===== config.mk =====
export PLATFORM = sky130hd
export DESIGN_NAME = writeback_unit
export DESIGN_NICKNAME = d
export VERILOG_FILES = /design/src/rtl/writeback_unit.sv
export SDC_FILE = /design/constraint.sdc
export NUM_CORES = 1
export LEC_CHECK = 0
export CAP_MARGIN = 20
export CORE_MARGIN = 2
export CORE_UTILIZATION = 45
export CTS_CLUSTER_DIAMETER = 60
export CTS_CLUSTER_SIZE = 14
export DETAILED_ROUTE_END_ITERATION = 10
export PLACE_DENSITY = 0.94
export SETUP_SLACK_MARGIN = 0.3
export SYNTH_ARGS = -nofsm -noshare
export SYNTH_HDL_FRONTEND = slang
export SYNTH_SLANG_ARGS = --single-unit

===== constraint.sdc =====
create_clock -name clk -period 3.77 [get_ports clk]
set_clock_uncertainty 0.2 [all_clocks]
set_input_delay 0.754 -clock clk [delete_from_list [all_inputs] [get_ports clk]]
set_output_delay 0.754 -clock clk [all_outputs]
set_load 0.005 [all_outputs]

===== src/rtl/writeback_unit.sv =====
// writeback_unit
// Writeback stage and sole driver of the register file write port.
// Accepts retiring instructions from the memory stage and, for loads, waits
// for the data-memory read response. Load data is extracted from the aligned
// doubleword and then sign- or zero-extended. Each instruction that writes a
// register produces exactly one registered write pulse.
//
// Ports
//   clk, reset         : posedge clock, synchronous active-high reset
//   InValid / InReady  : handshake from the memory stage
//   Flush              : discard the instruction presented this cycle
//   InRegWrite, InMemToReg, InJump, InRD, InFunct3 : instruction control
//   ALUResult          : ALU result / load address (bits [2:0] = byte offset)
//   PCPlus4            : link value for JAL/JALR
//   MemRdata, MemRdValid : data-memory read response
//   RegWrite, RD, WriteData : register file write port (registered)
module writeback_unit #(
  parameter int XLEN = 64
) (
  input  logic            clk,
  input  logic            reset,
  input  logic            InValid,
  output logic            InReady,
  input  logic            Flush,
  input  logic            InRegWrite,
  input  logic            InMemToReg,
  input  logic            InJump,
  input  logic [4:0]      InRD,
  input  logic [2:0]      InFunct3,
  input  logic [XLEN-1:0] ALUResult,
  input  logic [XLEN-1:0] PCPlus4,
  input  logic [XLEN-1:0] MemRdata,
  input  logic            MemRdValid,
  output logic            RegWrite,
  output logic [4:0]      RD,
  output logic [XLEN-1:0] WriteData
);

  typedef enum logic {
    IDLE      = 1'b0,
    WAIT_LOAD = 1'b1
  } state_t;

  state_t            state_q, state_d;
  logic              reg_write_q, reg_write_d;
  logic [4:0]        rd_q, rd_d;
  logic [XLEN-1:0]   wdata_q, wdata_d;

  // Context of the load in flight, captured at transfer.
  logic              ld_we_q, ld_we_d;
  logic [4:0]        ld_rd_q, ld_rd_d;
  logic [2:0]        ld_funct3_q, ld_funct3_d;
  logic [2:0]        ld_off_q, ld_off_d;

  // Extract the addressed byte/half/word from the aligned doubleword and
  // extend it. Low offset bits below the access size are ignored, so a
  // misaligned access simply reads the naturally aligned container.
  function automatic logic [XLEN-1:0] load_extend(
    input logic [2:0]      f3,
    input logic [2:0]      off,
    input logic [XLEN-1:0] d
  );
    logic [7:0]  b;
    logic [15:0] h;
    logic [31:0] w;
    b = d[{off, 3'b000} +: 8];
    h = d[{off[2:1], 4'b0000} +: 16];
    w = d[{off[2], 5'b00000} +: 32];
    case (f3)
      3'b000:  load_extend = {{(XLEN-8){b[7]}}, b};
      3'b100:  load_extend = {{(XLEN-8){1'b0}}, b};
      3'b001:  load_extend = {{(XLEN-16){h[15]}}, h};
      3'b101:  load_extend = {{(XLEN-16){1'b0}}, h};
      3'b010:  load_extend = {{(XLEN-32){w[31]}}, w};
      3'b110:  load_extend = {{(XLEN-32){1'b0}}, w};
      default: load_extend = d;
    endcase
  endfunction

  // Deasserted during reset so nothing is transferred while the stage clears.
  assign InReady = (state_q == IDLE) & ~reset;

  always_comb begin
    state_d     = state_q;
    reg_write_d = 1'b0;
    rd_d        = rd_q;
    wdata_d     = wdata_q;
    ld_we_d     = ld_we_q;
    ld_rd_d     = ld_rd_q;
    ld_funct3_d = ld_funct3_q;
    ld_off_d    = ld_off_q;

    case (state_q)
      IDLE: begin
        if (InValid && !Flush) begin
          if (InMemToReg) begin
            ld_we_d     = InRegWrite & (InRD != 5'd0);
            ld_rd_d     = InRD;
            ld_funct3_d = InFunct3;
            ld_off_d    = ALUResult[2:0];
            state_d     = WAIT_LOAD;
          end else if (InRegWrite && (InRD != 5'd0)) begin
            // RD/WriteData only move when a write actually happens, so they
            // hold their last values whenever RegWrite is low.
            reg_write_d = 1'b1;
            rd_d        = InRD;
            wdata_d     = InJump ? PCPlus4 : ALUResult;
          end
        end
      end
      WAIT_LOAD: begin
        // Flush is deliberately not consulted: a load in flight completes.
        if (MemRdValid) begin
          state_d = IDLE;
          if (ld_we_q) begin
            reg_write_d = 1'b1;
            rd_d        = ld_rd_q;
            wdata_d     = load_extend(ld_funct3_q, ld_off_q, MemRdata);
          end
        end
      end
      default: state_d = IDLE;
    endcase
  end

  always_ff @(posedge clk) begin
    if (reset) begin
      state_q     <= IDLE;
      reg_write_q <= 1'b0;
      rd_q        <= 5'd0;
      wdata_q     <= '0;
      ld_we_q     <= 1'b0;
      ld_rd_q     <= 5'd0;
      ld_funct3_q <= 3'd0;
      ld_off_q    <= 3'd0;
    end else begin
      state_q     <= state_d;
      reg_write_q <= reg_write_d;
      rd_q        <= rd_d;
      wdata_q     <= wdata_d;
      ld_we_q     <= ld_we_d;
      ld_rd_q     <= ld_rd_d;
      ld_funct3_q <= ld_funct3_d;
      ld_off_q    <= ld_off_d;
    end
  end

  assign RegWrite  = reg_write_q;
  assign RD        = rd_q;
  assign WriteData = wdata_q;

endmodule


==> run metrics, run 1 <==
status completed; Main synth FF type dfxtp_1; via density per instance between 6 and 7; synth unique cells 48; sw frac 26.8%; # diodes 0; drt drc 0; internal power 1830 uW; area grow syn2layout 54.3%; maximum clock rate 338 MHz; CTS tree built; Layout fillers 980; Clock Sinks 83; total wire length roughly 23000 um; Worst Path Class, Setup input pin to flip-flop; FF/Latch Area about 0.0017 mm2; number of global-route vias before repair between 6000 and 7000; Clock power frac between 30% and 40%; I/O pin cnt 279; global-route wire length before repair 35500 um; drt pass-1 iters 6; Gate Count Post-Synth 681; Buffers & Inverters on Critical Path 2; worst hold path depth 2; Pleak approximately 0.0032 uW; worst path cell trace clkdlybuf4s50_1, or4_1, o21ai_1, o31a_1, nor2_2, buf_4, a32o_1; gpl congestion 0.899; Ys Warns 0; gr usage total 31.8%; FP Rows 41; Pwr Total roughly 2500 uW; Resized cells post-CTS 0; Final min period about 3 ns; worst-case clock buffer depth 2; initial antenna violation count 0; final layout net count approximately 1100; worst vdd ir 0.203 mV; Vias 6618; Synth top area share 28.3%; final hold viol count 0; CP max stage delay approximately 0.55 ns; cell depth of the worst flop-to-flop path 6; Yosys reg bits 83; Slew Viols, Final 0; fin crit share 78.5%; Async SR Flop Fraction 0%; arrival time worst endpoint 2.99 ns; initial drt markers 675; H-tree depth 3; Crit path depth 7; post-synthesis area per instance 8.63 um2; die area 0.0140 mm2; Die Ht between 100 and 150 um; Seq/Total Area, Yosys 28.3%; initial core utilization 46.4%; share of cells above drive strength 1 8.89%; post-synth top area cell dfxtp_1; grt total ovfl 0; Logic pwr share 25.9%; Max Cap Viol 0; Die Wd approximately 120 um; post-route ant nets 0; Hold WC Path Type flip-flop to flip-flop; delay-heaviest family, CP compound AO/OA/AOI/OAI gates; unrepaired setup endpoints after global routing no; Clock Latency Late Sink roughly 0.34 ns; post-synthesis cell area 0.00587 mm2; setup_tns 0 ns; Pwr per Cell Area 275 mW/mm2; EDFF count, synth 0; core region area between 0.01 and 0.015 mm2; CTS Buf Count 9; CTS Root Cell clkbuf_16; Reg power frac 37.0%; CP Capture Type flip-flop; ranking of synthesized cells by area dfxtp_1, mux2i_1, mux4_2; Worst path slowest cell or4_1; worst slew pin tran around 0.76 ns; Syn Nets 889; Slew HR 49.5%; # hold bufs at CTS 0; crit start category input pin; Post-CTS Setup Inserts 0; largest net degree at the start of global routing 56; CP Max Fanout 33; PortBufs 278; multi-input logic area 0.00393 mm2; DPL Wire Length 17300 um; CTS clk-pin slew, worst paths 0.06 ns; Psw about 670 uW; Setup Viol. Count Final 0; routed len/inst 20.8 um; worst path required time around 3.8 ns
==> metrics by stage <==
step	setup slack [ns]	instance area, um2	instances	utilization (%)	hold slack [ns]
finish	0.809	9060	1094	71.5	0.259
CTS	0.839	9060	1094	71.5	0.256
global route	0.778	9060	1094	71.5	0.285
floorplan	1.14	5870	681	-	0.236
global placement	0.567	8750	1078	69.1	0.242
detailed placement	0.511	8750	1078	69.1	0.249
==> area by class of cell <==
type	instances	area share, %
Multi-Input combinational cell	523	43.3
Timing Repair Buffer	298	32.4
Sequential cell	83	18.4
Clock buffer	11	2.79
Tap cell	172	2.37
Clock inverter	5	0.676
Inverter	2	0.0828
==> cells in the final DEF, fill, tap and decap left out, types with 8 or more instances in the layout <==
cell type,synthesis,final
buf_4,2,20
mux2i_1,69,69
o22ai_1,16,16
nor3_1,9,9
nand2b_1,13,13
and3_1,11,11
dfxtp_1,83,81
clkbuf_16,0,9
a21oi_1,34,34
a32o_1,32,32
clkdlybuf4s50_1,0,276
mux2_2,11,11
nand2_1,67,67
mux4_2,15,15
nor2b_1,40,40
o21ai_0,21,21
nor2_1,50,47
a211oi_1,38,38
a211o_1,32,32
o221ai_1,8,8
==> Yosys cell counts, types with 7 or more instances <==
library cell and instances:
o211ai_1 7, nor2_1 50, mux2_2 11, nor2b_1 40, mux2i_1 69, dfxtp_1 83
nor3_1 9, a221oi_2 7, a221o_1 7, a211oi_1 38, a32o_1 32, buf_2 10
o22ai_1 16, mux4_2 15, nand2b_1 13, a21oi_1 34, a2111oi_0 7, o21ai_0 21
o221ai_1 8, clkbuf_1 52, nand2_1 67, and3_1 11, a211o_1 32
==> worst register-to-register path, stage by stage (launching register included) <==
cell and delay, ns:
dfxtp_2 0.76, mux4_2 0.63, nor3b_4 0.23, buf_4 0.21
a211oi_1 0.30, nand2_1 0.09, a32o_1 0.27
==> per-layer routing <==
layer  global-route usage, %  share of wire (%)  wire [um]
met1                    37.1                 38       8580
met2                    56.4                 50      11300
met3                    7.19                8.6       1940
met4                    12.2                3.9        894
met5                       0                  0          0
==> registers in the layout, indices dropped and copies added (netlist names) <==
name / count
ld_off_q: 3
RegWrite: 1
RD: 5
WriteData: 64
ld_we_q: 1
ld_funct3_q: 3
ld_rd_q: 5
state_q: 1
==> final timing paths <==
check                                 start       endpoint  slack (ns)
worst max-delay path                InRD[0]  WriteData[48]        0.81
worst min-delay path             ld_rd_q[3]     ld_rd_q[3]        0.26
worst max register to register  ld_off_q[2]  WriteData[63]        0.98
worst min register to register   ld_rd_q[3]     ld_rd_q[3]        0.26
==> cells by family (layout without fill, tap and decap cells) <==
group,after synthesis,in the layout,synth area share (%)
and+or+nand+nor,203,203,16.7
muxes,95,95,19.6
buffers and inverters,75,316,5.52
DFF,83,83,28.3
AOI/OAI and AO/OA,225,225,29.8
==> power groups by stage <==
stage	Sequential [uW]	Clock (uW)	Combinational, uW
detailed placement	943	0	639
finish	924	925	647
CTS	924	929	642
floorplan	934	0	293
global route	927	968	690
global placement	942	0	628
No activity file was read; power rests on OpenSTA's default activity.
==> run 2: changes to the inputs <==
--- a/config.mk
+++ b/config.mk
@@ -7,11 +7,11 @@
 export LEC_CHECK = 0
 export CAP_MARGIN = 20
 export CORE_MARGIN = 2
-export CORE_UTILIZATION = 45
+export CORE_UTILIZATION = 38
 export CTS_CLUSTER_DIAMETER = 60
 export CTS_CLUSTER_SIZE = 14
 export DETAILED_ROUTE_END_ITERATION = 10
-export PLACE_DENSITY = 0.94
+export PLACE_DENSITY = 0.85
 export SETUP_SLACK_MARGIN = 0.3
 export SYNTH_ARGS = -nofsm -noshare
 export SYNTH_HDL_FRONTEND = slang
==> constraint.sdc (replaced) <==
create_clock -name clk -period 2.5 [get_ports clk]
set_clock_uncertainty 0.2 [all_clocks]
set_input_delay 0.5 -clock clk [delete_from_list [all_inputs] [get_ports clk]]
set_output_delay 0.5 -clock clk [all_outputs]
set_load 0.005 [all_outputs]
==> run metrics, run 2 (synthesis results as in run 1) <==
worst path required time 2.58 ns (was 3.80 ns); crit start category flip-flop (was input pin); multi-input logic area 0.00434 mm2 (was 0.00393 mm2); worst-case clock buffer depth 2 (unchanged); maximum clock rate ~440 MHz; worst path cell trace buf_6, or3_4, or4_4, buf_6, o221a_1, a211oi_2 (was clkdlybuf4s50_1, or4_1, o21ai_1, o31a_1, nor2_2, buf_4, a32o_1); Worst path slowest cell or4_4 (was or4_1); H-tree depth 3 (unchanged); routed len/inst 22.5 um (was 20.8 um); largest net degree at the start of global routing 55 (was 56); met2 routed WL 13000 um (was 11300 um); initial core utilization 38.8% (was 46.4%); worst vdd ir 0.353 mV (was 0.203 mV); unrepaired setup endpoints after global routing yes (was no); CP Capture Type flip-flop (unchanged); Die Wd 128 um (was 118 um); FP Rows 45 (was 41); via density per instance 6.09 (was 6.05); pre-CTS WS -0.712 ns (was 0.511 ns); Clock Sinks 83 (unchanged); gpl congestion 0.952 (was 0.899); Pwr per Cell Area 377 mW/mm2 (was 275 mW/mm2); fin crit share 91.3%; initial antenna violation count 2 (was 0); Max Cap Viol 0 (unchanged); placed cell count 1124 (was 1078); metal3 WL 2500 um (was 1940 um); top layer in use met4 (unchanged); CTS Root Cell clkbuf_16 (unchanged); Final min period approximately 2.3 ns; global-route wire length before repair 38600 um (was 35500 um); status completed (unchanged); Clock Latency Late Sink 0.35 ns (was 0.34 ns); Final Cell Area 0.0104 mm2 (was 0.00906 mm2); total wire length 26500 um (was 22700 um); Top cell by count, worst path buf_6; post-route ant nets 0 (unchanged); CTS Buf Count 9 (unchanged); Layout fillers 1121 (was 980); FF/Latch Area 0.00167 mm2 (was 0.00166 mm2); Buffers & Inverters on Critical Path 2 (unchanged); Cell Count, Final, Fillers Out 1180 (was 1094); DPL Wire Length 18000 um (was 17300 um); Slew HR 61.0% (was 49.5%); Setup Viol. Count Final 0 (unchanged); Vias 7192 (was 6618); CTS tree built (unchanged); CP max stage delay 0.58 ns (was 0.55 ns); Slew Viols, Final 0 (unchanged); Die Ht 128 um (was 118 um); M1 WL 9990 um (was 8580 um); number of global-route vias before repair 6889 (was 6684); CP Max Fanout 3 (was 33); I/O pin cnt 279 (unchanged); Worst Path Class, Setup flip-flop to flip-flop (was input pin to flip-flop); share of cells above drive strength 1 20.5% (was 8.89%); arrival time worst endpoint 2.36 ns (was 2.99 ns); delay-heaviest family, CP simple AND/OR/NAND/NOR gates (was compound AO/OA/AOI/OAI gates); # hold bufs at CTS 0 (unchanged); area grow syn2layout 76.5% (was 54.3%); gr usage total 30.5% (was 31.8%); final layout net count 1193 (was 1125); max FFs per register 64 (unchanged); core region area 0.0151 mm2 (was 0.0127 mm2); grt total ovfl 0 (unchanged); final hold viol count 0 (unchanged); drt pass-1 iters 5 (was 6); Cell Area, Placed 0.00907 mm2 (was 0.00875 mm2); most frequent cells in the layout clkdlybuf4s50_1, dfxtp_1, mux2i_1, nand2_1, buf_4 (was clkdlybuf4s50_1, dfxtp_1, mux2i_1, nand2_1, nor2_1); Worst Slack Setup Final 0.218 ns (was 0.809 ns); worst slew pin tran 0.581 ns (was 0.758 ns); die area 0.0165 mm2 (was 0.0140 mm2); initial drt markers 744 (was 675); CTS clk-pin slew, worst paths 0.06 ns (about the same); R2R Setup Slk 0.22 ns (was 0.98 ns); Hold WC Path Type input pin to flip-flop (was flip-flop to flip-flop); PortBufs 278 (unchanged); Pleak 0.00377 uW (was 0.00322 uW); commonest non-fill, non-tap cell in the layout clkdlybuf4s50_1 (unchanged); drt drc 0 (unchanged)
[run 2: changes by cell type in the layout (fill, tap and decap cells not counted), moves of 10 or more]
cell             delta
buf_12             +10
a211oi_1           -21
clkdlybuf4s50_1    -16
a211oi_2           +19
buf_6              +19
buf_4              +26
[run 2: cell type report]
| type | instances | area share [%] |
|---|---|---|
| Clock inverter | 1 | 0.0483 |
| Antenna cell | 2 | 0.0483 |
| Clock buffer | 15 | 2.78 |
| Inverter | 2 | 0.145 |
| Tap cell | 188 | 2.27 |
| Sequential cell | 83 | 16.1 |
| Timing Repair Buffer | 363 | 36.7 |
| Multi-Input combinational cell | 526 | 41.8 |
[run 2: report_power, final]
group | switching, uW | internal, uW | leakage [uW]
Sequential | 22.9 | 1360 | 0.000675
Combinational | 509 | 679 | 0.00295
Clock | 554 | 782 | 0.000146
Total | 1090 | 2820 | 0.00377
[run 2: per-layer routing]
metal | vias to the layer above | global-route usage (%)
met3 | 73 | 6.11
met5 | - | 0
met2 | 463 | 52.9
met4 | 0 | 13.1
li1 | 3230 | -
met1 | 3426 | 36.8
[run 2: worst paths after layout]
kind,start,endpoint,depth (start not counted)
setup / recovery,ld_funct3_q[2],WriteData[15],6
hold / removal,InRD[0],ld_rd_q[0],3
setup reg to reg,ld_funct3_q[2],WriteData[15],6
hold reg to reg,WriteData[52],WriteData[52],1
[run 2: worst reg2reg max path: stages (launching register included)]
cell      delay (ns)
dfxtp_4         0.35
buf_6           0.11
or3_4           0.37
or4_4           0.58
buf_6           0.15
o221a_1         0.25
a211oi_2        0.18
[run 2: metrics by stage]
step           TNS, ns  hold WS, ns  utilization [%]  total power (uW)
3_5_place_dp    -30.82        0.249             59.9              2440
3_3_place_gp    -28.27        0.242             59.9              2430
4_1_cts              0        0.224             66.9              3840
2_1_floorplan        0        0.236                -              1860
5_1_grt              0        0.199             68.4              4020
6_report             0        0.213             68.4              3900
[run 2: timing repair]
item | CTS | global route
buffers inserted | 25 | 1
pin swaps | 20 | 25
resized for setup | 103 | 46
setup endpoints to repair | 71 | 63
cloned | 10 | 2
